## src/rtl/btn_conditioner_pkg.sv

```systemverilog
// Shared definitions for the push-button conditioner: FSM encodings and
// default timing constants (50 MHz clock).
package btn_conditioner_pkg;

  typedef enum logic [1:0] {
    IDLE         = 2'd0,
    PRESS_WAIT   = 2'd1,
    HELD         = 2'd2,
    RELEASE_WAIT = 2'd3
  } btn_state_e;

  localparam int DEF_DB_CYCLES = 1000000;
  localparam int DEF_REP_DELAY = 25000000;
  localparam int DEF_REP_RATE  = 10000000;

  // Timing parameters of 0 behave exactly like 1.
  function automatic int eff_cycles(input int v);
    return (v < 1) ? 1 : v;
  endfunction

  function automatic int max3(input int a, input int b, input int c);
    int m;
    m = (a > b) ? a : b;
    return (m > c) ? m : c;
  endfunction

endpackage

```

## src/rtl/sync_2ff.sv

```systemverilog
// Two-flop synchronizer for a single asynchronous bit with a selectable reset value.
module sync_2ff #(
  parameter logic RST_VAL = 1'b0
) (
  input  logic clk,
  input  logic rst_n,
  input  logic d_i,
  output logic q_o
);

  logic meta_q;
  logic sync_q;

  always_ff @(posedge clk or negedge rst_n) begin
    if (!rst_n) begin
      meta_q <= RST_VAL;
      sync_q <= RST_VAL;
    end else begin
      meta_q <= d_i;
      sync_q <= meta_q;
    end
  end

  assign q_o = sync_q;

endmodule

```

## src/rtl/btn_conditioner.sv

```systemverilog
// Push-button conditioner: synchronize, debounce, and generate press/release
// and auto-repeat pulses. All outputs are registered.
module btn_conditioner
  import btn_conditioner_pkg::*;
#(
  parameter int DB_CYCLES  = DEF_DB_CYCLES,
  parameter int REP_DELAY  = DEF_REP_DELAY,
  parameter int REP_RATE   = DEF_REP_RATE,
  parameter bit ACTIVE_LOW = 1'b1
) (
  input  logic clk,
  input  logic rst_n,
  input  logic btn_raw,
  output logic btn_level,
  output logic btn_press,
  output logic btn_release,
  output logic btn_repeat
);

  localparam int DB = eff_cycles(DB_CYCLES);
  localparam int RD = eff_cycles(REP_DELAY);
  localparam int RR = eff_cycles(REP_RATE);
  localparam int CW = $clog2(max3(DB, RD, RR)) + 1;

  localparam logic [CW-1:0] DB_LAST = CW'(DB - 1);
  localparam logic [CW-1:0] RD_LAST = CW'(RD - 1);
  localparam logic [CW-1:0] RR_LAST = CW'(RR - 1);
  localparam logic [CW-1:0] CNT_MAX = '1;

  btn_state_e    state_q;
  logic [CW-1:0] db_cnt_q, rep_cnt_q, rate_cnt_q;
  logic [CW-1:0] db_cnt_d, rep_cnt_d, rate_cnt_d;
  logic          level_q, press_q, release_q, repeat_q;
  logic          raw_sync;
  logic          p;
  logic          rel_done;
  logic          rep_active;

  // Flops reset to the raw level that means "released".
  sync_2ff #(.RST_VAL(ACTIVE_LOW ? 1'b1 : 1'b0)) u_sync (
    .clk  (clk),
    .rst_n(rst_n),
    .d_i  (btn_raw),
    .q_o  (raw_sync)
  );

  assign p = ACTIVE_LOW ? ~raw_sync : raw_sync;

  // Saturating increments.
  assign db_cnt_d   = (db_cnt_q   == CNT_MAX) ? db_cnt_q   : db_cnt_q   + 1'b1;
  assign rep_cnt_d  = (rep_cnt_q  == CNT_MAX) ? rep_cnt_q  : rep_cnt_q  + 1'b1;
  assign rate_cnt_d = (rate_cnt_q == CNT_MAX) ? rate_cnt_q : rate_cnt_q + 1'b1;

  // Release qualification finishes this cycle; repeats are suppressed from here on.
  assign rel_done   = (state_q == RELEASE_WAIT) && !p && (db_cnt_d >= DB_LAST);
  assign rep_active = ((state_q == HELD) || (state_q == RELEASE_WAIT)) && !rel_done;

  always_ff @(posedge clk or negedge rst_n) begin
    if (!rst_n) begin
      state_q    <= IDLE;
      db_cnt_q   <= '0;
      rep_cnt_q  <= '0;
      rate_cnt_q <= '0;
      level_q    <= 1'b0;
      press_q    <= 1'b0;
      release_q  <= 1'b0;
      repeat_q   <= 1'b0;
    end else begin
      press_q   <= 1'b0;
      release_q <= 1'b0;
      repeat_q  <= 1'b0;

      if (rep_active) begin
        if (rep_cnt_q != RD_LAST) begin
          rep_cnt_q  <= rep_cnt_d;
          rate_cnt_q <= '0;
          if (rep_cnt_d == RD_LAST) repeat_q <= 1'b1;
        end else if (rate_cnt_q >= RR_LAST) begin
          rate_cnt_q <= '0;
          repeat_q   <= 1'b1;
        end else begin
          rate_cnt_q <= rate_cnt_d;
        end
      end

      unique case (state_q)
        IDLE: begin
          if (p) begin
            state_q  <= PRESS_WAIT;
            db_cnt_q <= '0;
          end
        end
        PRESS_WAIT: begin
          if (!p) begin
            state_q <= IDLE;
          end else if (db_cnt_d >= DB_LAST) begin
            state_q    <= HELD;
            level_q    <= 1'b1;
            press_q    <= 1'b1;
            rep_cnt_q  <= '0;
            rate_cnt_q <= '0;
          end else begin
            db_cnt_q <= db_cnt_d;
          end
        end
        HELD: begin
          if (!p) begin
            state_q  <= RELEASE_WAIT;
            db_cnt_q <= '0;
          end
        end
        RELEASE_WAIT: begin
          if (p) begin
            state_q <= HELD;
          end else if (rel_done) begin
            state_q   <= IDLE;
            level_q   <= 1'b0;
            release_q <= 1'b1;
          end else begin
            db_cnt_q <= db_cnt_d;
          end
        end
        default: state_q <= IDLE;
      endcase
    end
  end

  assign btn_level   = level_q;
  assign btn_press   = press_q;
  assign btn_release = release_q;
  assign btn_repeat  = repeat_q;

endmodule

```

## config.mk

```make
export PLATFORM = sky130hd
export DESIGN_NAME = btn_conditioner
export DESIGN_NICKNAME = d
export VERILOG_FILES = /design/src/rtl/btn_conditioner_pkg.sv /design/src/rtl/sync_2ff.sv /design/src/rtl/btn_conditioner.sv
export SDC_FILE = /design/constraint.sdc
export NUM_CORES = 1
export LEC_CHECK = 0
export ABC_AREA = 1
export BUFFER_PORTS_ARGS = -buffer_cell sky130_fd_sc_hd__buf_2
export CORE_AREA = 2 2 102 114
export CTS_CLUSTER_SIZE = 24
export DETAILED_ROUTE_END_ITERATION = 7
export DIE_AREA = 0 0 104 116
export GPL_ROUTABILITY_DRIVEN = 0
export PLACE_DENSITY = 0.76
export SYNTH_ARGS = -nofsm -noshare
export SYNTH_HDL_FRONTEND = slang
export SYNTH_HIERARCHICAL = 1
export SYNTH_SLANG_ARGS = --single-unit
export TNS_END_PERCENT = 5
```

## constraint.sdc

```tcl
create_clock -name clk -period 2.35 [get_ports clk]
set_clock_uncertainty 0.1 [all_clocks]
set_input_delay 0.47 -clock clk [delete_from_list [all_inputs] [get_ports clk]]
set_output_delay 0.47 -clock clk [all_outputs]
set_load 0.01 [all_outputs]
```

## Word level (Yosys, flattened, before mapping)

Cells that the tools add are included.

- Register bits after elaboration: 86
- Output and inout bits: 4

- Add/subtract/negate cells: 3
- $lt $le $gt $ge: 2
- Equal/unequal tests: 18
- Muxes and demuxes: 43
- Reductions and logical operators: 10

Operators by type and width:

| kind | number |
|---|---|
| $mux 26 | 20 |
| $pmux 26 s4 | 1 |
| $add 26x1->26 const B | 3 |
| $eq 26x26->1 const B | 3 |
| $eq 26x25->1 const B | 1 |
| $ge 26x20->1 const B | 1 |
| $ge 26x24->1 const B | 1 |
| $ne 26x25->1 const B | 1 |
| $mux 1 | 14 |
| $mux 2 | 6 |
| $ne 2x2->1 const B | 6 |
| $pmux 2 s4 | 1 |
| $reduce_and 6->1 | 1 |
| $reduce_and 5->1 | 1 |
| $eq 2x2->1 const B | 2 |
| $ne 2x1->1 const B | 2 |
| $reduce_and 4->1 | 1 |
| $logic_and 1x1->1 | 3 |
| $ne 3x2->1 const B | 1 |
| $ne 3x3->1 const B | 1 |
| $eq 2x1->1 const B | 1 |
| $logic_not 2->1 | 1 |
| $pmux 1 s2 | 1 |
| $reduce_bool 2->1 | 1 |
| 2 further kinds | 2 |

## Longest topological paths before layout

- Depth after elaboration: 10
- Gate-level depth with buffers: 21
- Gate-level depth less buffers: 18

## Cells and area by module

Netlist, hierarchy kept.

By module, submodules not included:

| module | instances | cells an instance | area each (um^2) |
|---|---|---|---|
| btn_conditioner | 1 | 984 | 6189.7 |
| sync_2ff | 1 | 2 | 52.6 |

## Least setup slack after synthesis

No wires, ideal clock.

- Kind: reg2reg
- Start point: register db_cnt_q[0]
- End point: register rate_cnt_q[0]
- Library setup time: 0.117 ns
- Arrival time: 2.372 ns
- Data required time: 2.133 ns
- Slack: -0.239 ns
- Cell stages (with the launch flop): 20
- Buffers on the path: 3
- Period minus slack after synthesis: 2.589 ns
- Path through: dfrtp_1 -> ha_1 -> inv_2 -> nor2_8 -> nand2_4 -> nor2_4 -> nand2_1 -> buf_6 -> o21ai_1 -> nor2_1 -> nand3_1 -> nand2_1 -> nand3_1 -> nand2_1 -> nand2_1 -> buf_4 -> buf_2 -> nand4_1 -> nand2_1 -> nor2_1

- Word-level cells in the longest chain between the ends: 10

Ends and longest elaborated chain:

| item | line | text |
|---|---|---|
| start: declaration | btn_conditioner.sv:31 | `logic [CW-1:0] db_cnt_q, rep_cnt_q, rate_cnt_q;` |
| start signal: assignment | btn_conditioner.sv:103 | `db_cnt_q <= db_cnt_d;` |
| start signal: assignment | btn_conditioner.sv:120 | `db_cnt_q <= db_cnt_d;` |
| $add 26x1->26 / $eq 26x26->1 (equally long branches) | btn_conditioner.sv:50 | `assign db_cnt_d = (db_cnt_q == CNT_MAX) ? db_cnt_q : db_cnt_q + 1'b1;` |
| $mux 26 (*) | btn_conditioner.sv:50 |  |
| $ge 26x20->1 (*) | btn_conditioner.sv:55, btn_conditioner.sv:96 |  |
| $logic_and 1x1->1 | btn_conditioner.sv:55 | `assign rel_done = (state_q == RELEASE_WAIT) && !p && (db_cnt_d >= DB_LAST);` |
| $logic_not 1->1 | btn_conditioner.sv:56 | `assign rep_active = ((state_q == HELD) \|\| (state_q == RELEASE_WAIT)) && !rel_done;` |
| $logic_and 1x1->1 | btn_conditioner.sv:56 |  |
| $mux 26 | btn_conditioner.sv:73 | `if (rep_active) begin` |
| $mux 26 | btn_conditioner.sv:96 | `end else if (db_cnt_d >= DB_LAST) begin` |
| $mux 26 | btn_conditioner.sv:94 | `if (!p) begin` |
| $mux 26 (*) | btn_conditioner.sv:86 | `unique case (state_q)` |
| end signal: assignment | btn_conditioner.sv:82 | `rate_cnt_q <= rate_cnt_d;` |
| end: declaration | btn_conditioner.sv:31 |  |

Mark *: on every way between the ends. The rest lies on a longest branch, timed or not.
A chain may end at the register's enable or synchronous reset.

## Worst setup path after layout

- Start point: register db_cnt_q[0]
- End point: register rep_cnt_q[25]

- Word-level cells in the longest chain between the ends: 10

Ends and longest elaborated chain:

| item | line | text |
|---|---|---|
| $add 26x1->26 / $eq 26x26->1 (equally long branches) | btn_conditioner.sv:50 |  |
| $mux 26 (*) | btn_conditioner.sv:50 |  |
| $ge 26x20->1 (*) | btn_conditioner.sv:55, btn_conditioner.sv:96 |  |
| $logic_and 1x1->1 | btn_conditioner.sv:55 |  |
| $logic_not 1->1 | btn_conditioner.sv:56 |  |
| $logic_and 1x1->1 | btn_conditioner.sv:56 |  |
| $mux 26 | btn_conditioner.sv:73 |  |
| $mux 26 | btn_conditioner.sv:96 |  |
| $mux 26 | btn_conditioner.sv:94 |  |
| $mux 26 (*) | btn_conditioner.sv:86 |  |
| end signal: assignment | btn_conditioner.sv:75 | `rep_cnt_q <= rep_cnt_d;` |
| end: declaration | btn_conditioner.sv:31 |  |

Marked as above.

==> impl_metrics.json <==
{
  "wl_per_cell_um": 15.1,
  "n_antenna_cell": 0,
  "violations": "negative setup slack",
  "startpoint_type": "flop",
  "io_pins": 7,
  "finalInstanceArea_sq_um": 8370,
  "crit_path_cell_trace": "ha_4 -> inv_4 -> nor2_8 -> nand2_4 -> nor2_4 -> buf_4 -> nand3_1 -> nand3_1 -> nand2_1 -> nor2_2 -> nand2_1 -> nor2_1 -> nand3_2 -> nand2_4 -> nand2_8 -> nand2_8 -> buf_8 -> nand2_1 -> a21oi_2",
  "fin_nets": 1149,
  "maxCapViolations": 0,
  "dp_cells": 1263,
  "port_buffers": 6,
  "max_freq_mhz": 373,
  "cts_tree": "yes",
  "r2r-end": "rep_cnt_q[25]",
  "grt_max_degree": 34,
  "cp_common_cell": "nand2_1",
  "firstDrtPassIters": 5,
  "syn-cell-area_sq_um": 6240,
  "grt_pass1_vias": 6686,
  "drive_gt1_frac": 0.238,
  "worst_slew_pin_slew_ns": 0.614,
  "syn_nets": 992,
  "crit_type": "reg -> reg",
  "antenna_found_initial": 0,
  "fp.dieW_um": 104,
  "ys_seq_area_frac": 0.345,
  "crit_slowest_cell": "dfrtp_2",
  "hold_violations": 0,
  "synth_area_per_cell_sq_um": 6.33,
  "fp.dieH_um": 116,
  "yosysUniqueCellTypes": 38,
  "insertion_delay_ns": 0.36,
  "worstHoldStart": "btn_raw",
  "r2r-start": "db_cnt_q[0]",
  "required_ns": 2.53,
  "total_power_w": 0.00314,
  "path_clk_slew_ns": 0.06,
  "period_needed_ns": 2.68,
  "area_growth_syn_to_layout_pct": 34.0,
  "synth_edf_count": 0,
  "drtIter0Drc": 505,
  "r2r_cells": 19,
  "post-dp-hpwl_um": 13100,
  "status": "finished, violations left",
  "drt-met1-wl_um": 7760,
  "num_rows": 40,
  "yosys_register_bits": 86,
  "cp.arrival_ns": 2.87,
  "vias": 7142,
  "cts_buffer_depth": 2,
  "relSlewSlack": 0.589,
  "crit_fanout": 12,
  "final_cells": 1295,
  "wl_met3_um": 1110,
  "met2_length_um": 9570,
  "start_util": 0.577,
  "leakage_nw": 4.08,
  "hold_class": "in -> reg",
  "post-route-util": 0.774,
  "core_region_area_sq_um": 10800,
  "timing.final.ws_setup_ns": -0.333,
  "top_layer_used": "met4",
  "rsz0062_at_grt": "true",
  "finalMaxSlewViolations": 0,
  "placed_cell_area_sq_um": 7550,
  "wl_um": 19500,
  "hold_slack_ns": 0.112,
  "fillerInstances": 795,
  "routed_via_density": 5.52,
  "synth_ff_type": "dfrtp_1",
  "numCtsBuffers": 9,
  "post-route-period-util": 1.14,
  "r2r_slack_ns": -0.33,
  "die_area_sq_um": 12100,
  "min_to": "u_sync/meta_q",
  "p_per_area_nw_per_um2": 375,
  "drc": 0,
  "grt_usage": 0.308,
  "cts.sinks": 86,
  "min_path_cells": 1,
  "htreeDepth": 3,
  "end_kind": "flop",
  "synthCells": 986,
  "setup.worst_path.start": "db_cnt_q[0]",
  "yosysWarningCount": 6,
  "async_flop_share": 1.00,
  "grt-ovfl-total": 0,
  "ir_drop_mv": 0.391,
  "reg_top3": "db_cnt_q (26), rate_cnt_q (26), rep_cnt_q (26)",
  "root_buffer": "clkbuf_16",
  "cp_slowest_stage_delay_ns": 0.41,
  "detail-route-antenna-nets": 0,
  "grt_pass1_wl_um": 29900,
  "setup_viol": 84
}
-- cells in the final DEF, fill, tap and decap left out, types with 4 or more instances in the layout --
cell type,n
a21oi_1,24
a21oi_2,10
buf_12,6
buf_2,5
buf_4,151
buf_6,9
clkbuf_16,13
dfrtp_1,78
dfrtp_2,6
inv_1,109
nand2_1,299
nand2_2,12
nand2_4,11
nand3_1,105
nand3_2,5
nand3b_1,7
nand4_1,43
nor2_1,109
nor2_2,13
nor2_4,5
nor3_1,25
nor4_1,6
o21ai_0,17
o21ai_1,16
o21ai_2,4
xnor2_1,4
xor2_1,16
-- layer usage --
| layer | GRT usage | vias up |
|---|---|---|
| met2 | 0.547 | 285 |
| met3 | 0.0377 | 85 |
| met4 | 0.181 | 0 |
| li1 | - | 3495 |
| met5 | 0 | - |
| met1 | 0.363 | 3277 |
-- cells in the mapped netlist, drive strengths merged, types with 3 or more instances --
| master | instances | share of area |
|---|---|---|
| a21oi | 34 | 0.027 |
| nand3 | 111 | 0.090 |
| ha | 3 | 0.0060 |
| nand4 | 43 | 0.043 |
| nand3b | 7 | 0.0084 |
| nor2 | 128 | 0.082 |
| inv | 113 | 0.068 |
| xor2 | 17 | 0.024 |
| nor4 | 6 | 0.0060 |
| o21ai | 37 | 0.030 |
| clkbuf | 12 | 0.0072 |
| buf | 23 | 0.024 |
| xnor2 | 4 | 0.0056 |
| dfrtp | 84 | 0.34 |
| nand2 | 321 | 0.20 |
| nor3 | 26 | 0.021 |
-- worst max-delay path, delay by kind of cell (launching register included) --
| family | cells | cell delay, ns |
|---|---|---|
| flip-flops | 1 | 0.41 |
| buffers and inverters | 3 | 0.35 |
| AO/OA/AOI/OAI | 1 | 0.13 |
| adder cells (fa/ha/maj) | 1 | 0.17 |
| AND/OR/NAND/NOR | 14 | 1.44 |
-- area by class of cell --
class / instances / area [sq um] / share of cell area
repair buffers: 178 / 1520 / 0.182
flip-flops and latches: 86 / 2160 / 0.258
multi-input cells: 753 / 3760 / 0.449
clock inverters: 6 / 71.3 / 0.00852
inverters: 115 / 442 / 0.0528
well taps: 147 / 184 / 0.0220
clock buffers: 10 / 229 / 0.0274
-- metrics by stage --
stage / TNS [ns] / setup slack (ns)
3_5_place_dp: -21.67 / -0.376
3_3_place_gp: -17.88 / -0.308
6_report: -24.50 / -0.333
4_1_cts: -10.36 / -0.178
5_1_grt: -35.83 / -0.475
2_1_floorplan: -0.224 / -0.0103
-- report_power, final --
part,internal [W],leakage (nW),switching (W)
clock network,0.000832,0.139,0.000641
registers,0.00149,1.18,0.0000115
logic,0.0000632,2.76,0.0000993
total,0.00239,4.08,0.000752
-- cell families after synthesis --
group / Yosys count / share of synthesized area
adders and majority gates: 3 / 0.00601
DFF: 86 / 0.345
and+or+nand+nor: 649 / 0.455
xor gates and xnor gates: 21 / 0.0295
buffers and inverters: 150 / 0.101
AOI/OAI and AO/OA: 77 / 0.0641
-- repair_timing --
| item | CTS | global route |
|---|---|---|
| hold buffers | 1 | 0 |
| hold endpoints to repair | 22 | 0 |
| buffers inserted | 2 | 5 |
| gates resized for setup | 36 | 58 |
| gates cloned | 2 | 6 |
| setup endpoints to repair | 84 | 84 |
| pin swaps | 4 | 10 |
-- how the worst max path moves through the flow --
stage	to	slack, ns	cells after the start
after floorplan	rate_cnt_q[22]	-0.01	21
after global placement	rep_cnt_q[24]	-0.31	18
after detailed placement	rep_cnt_q[23]	-0.38	17
after CTS	rate_cnt_q[17]	-0.18	20
after global routing	db_cnt_q[12]	-0.48	20
final	rep_cnt_q[25]	-0.33	19
Power figures use the tool's default switching activity.
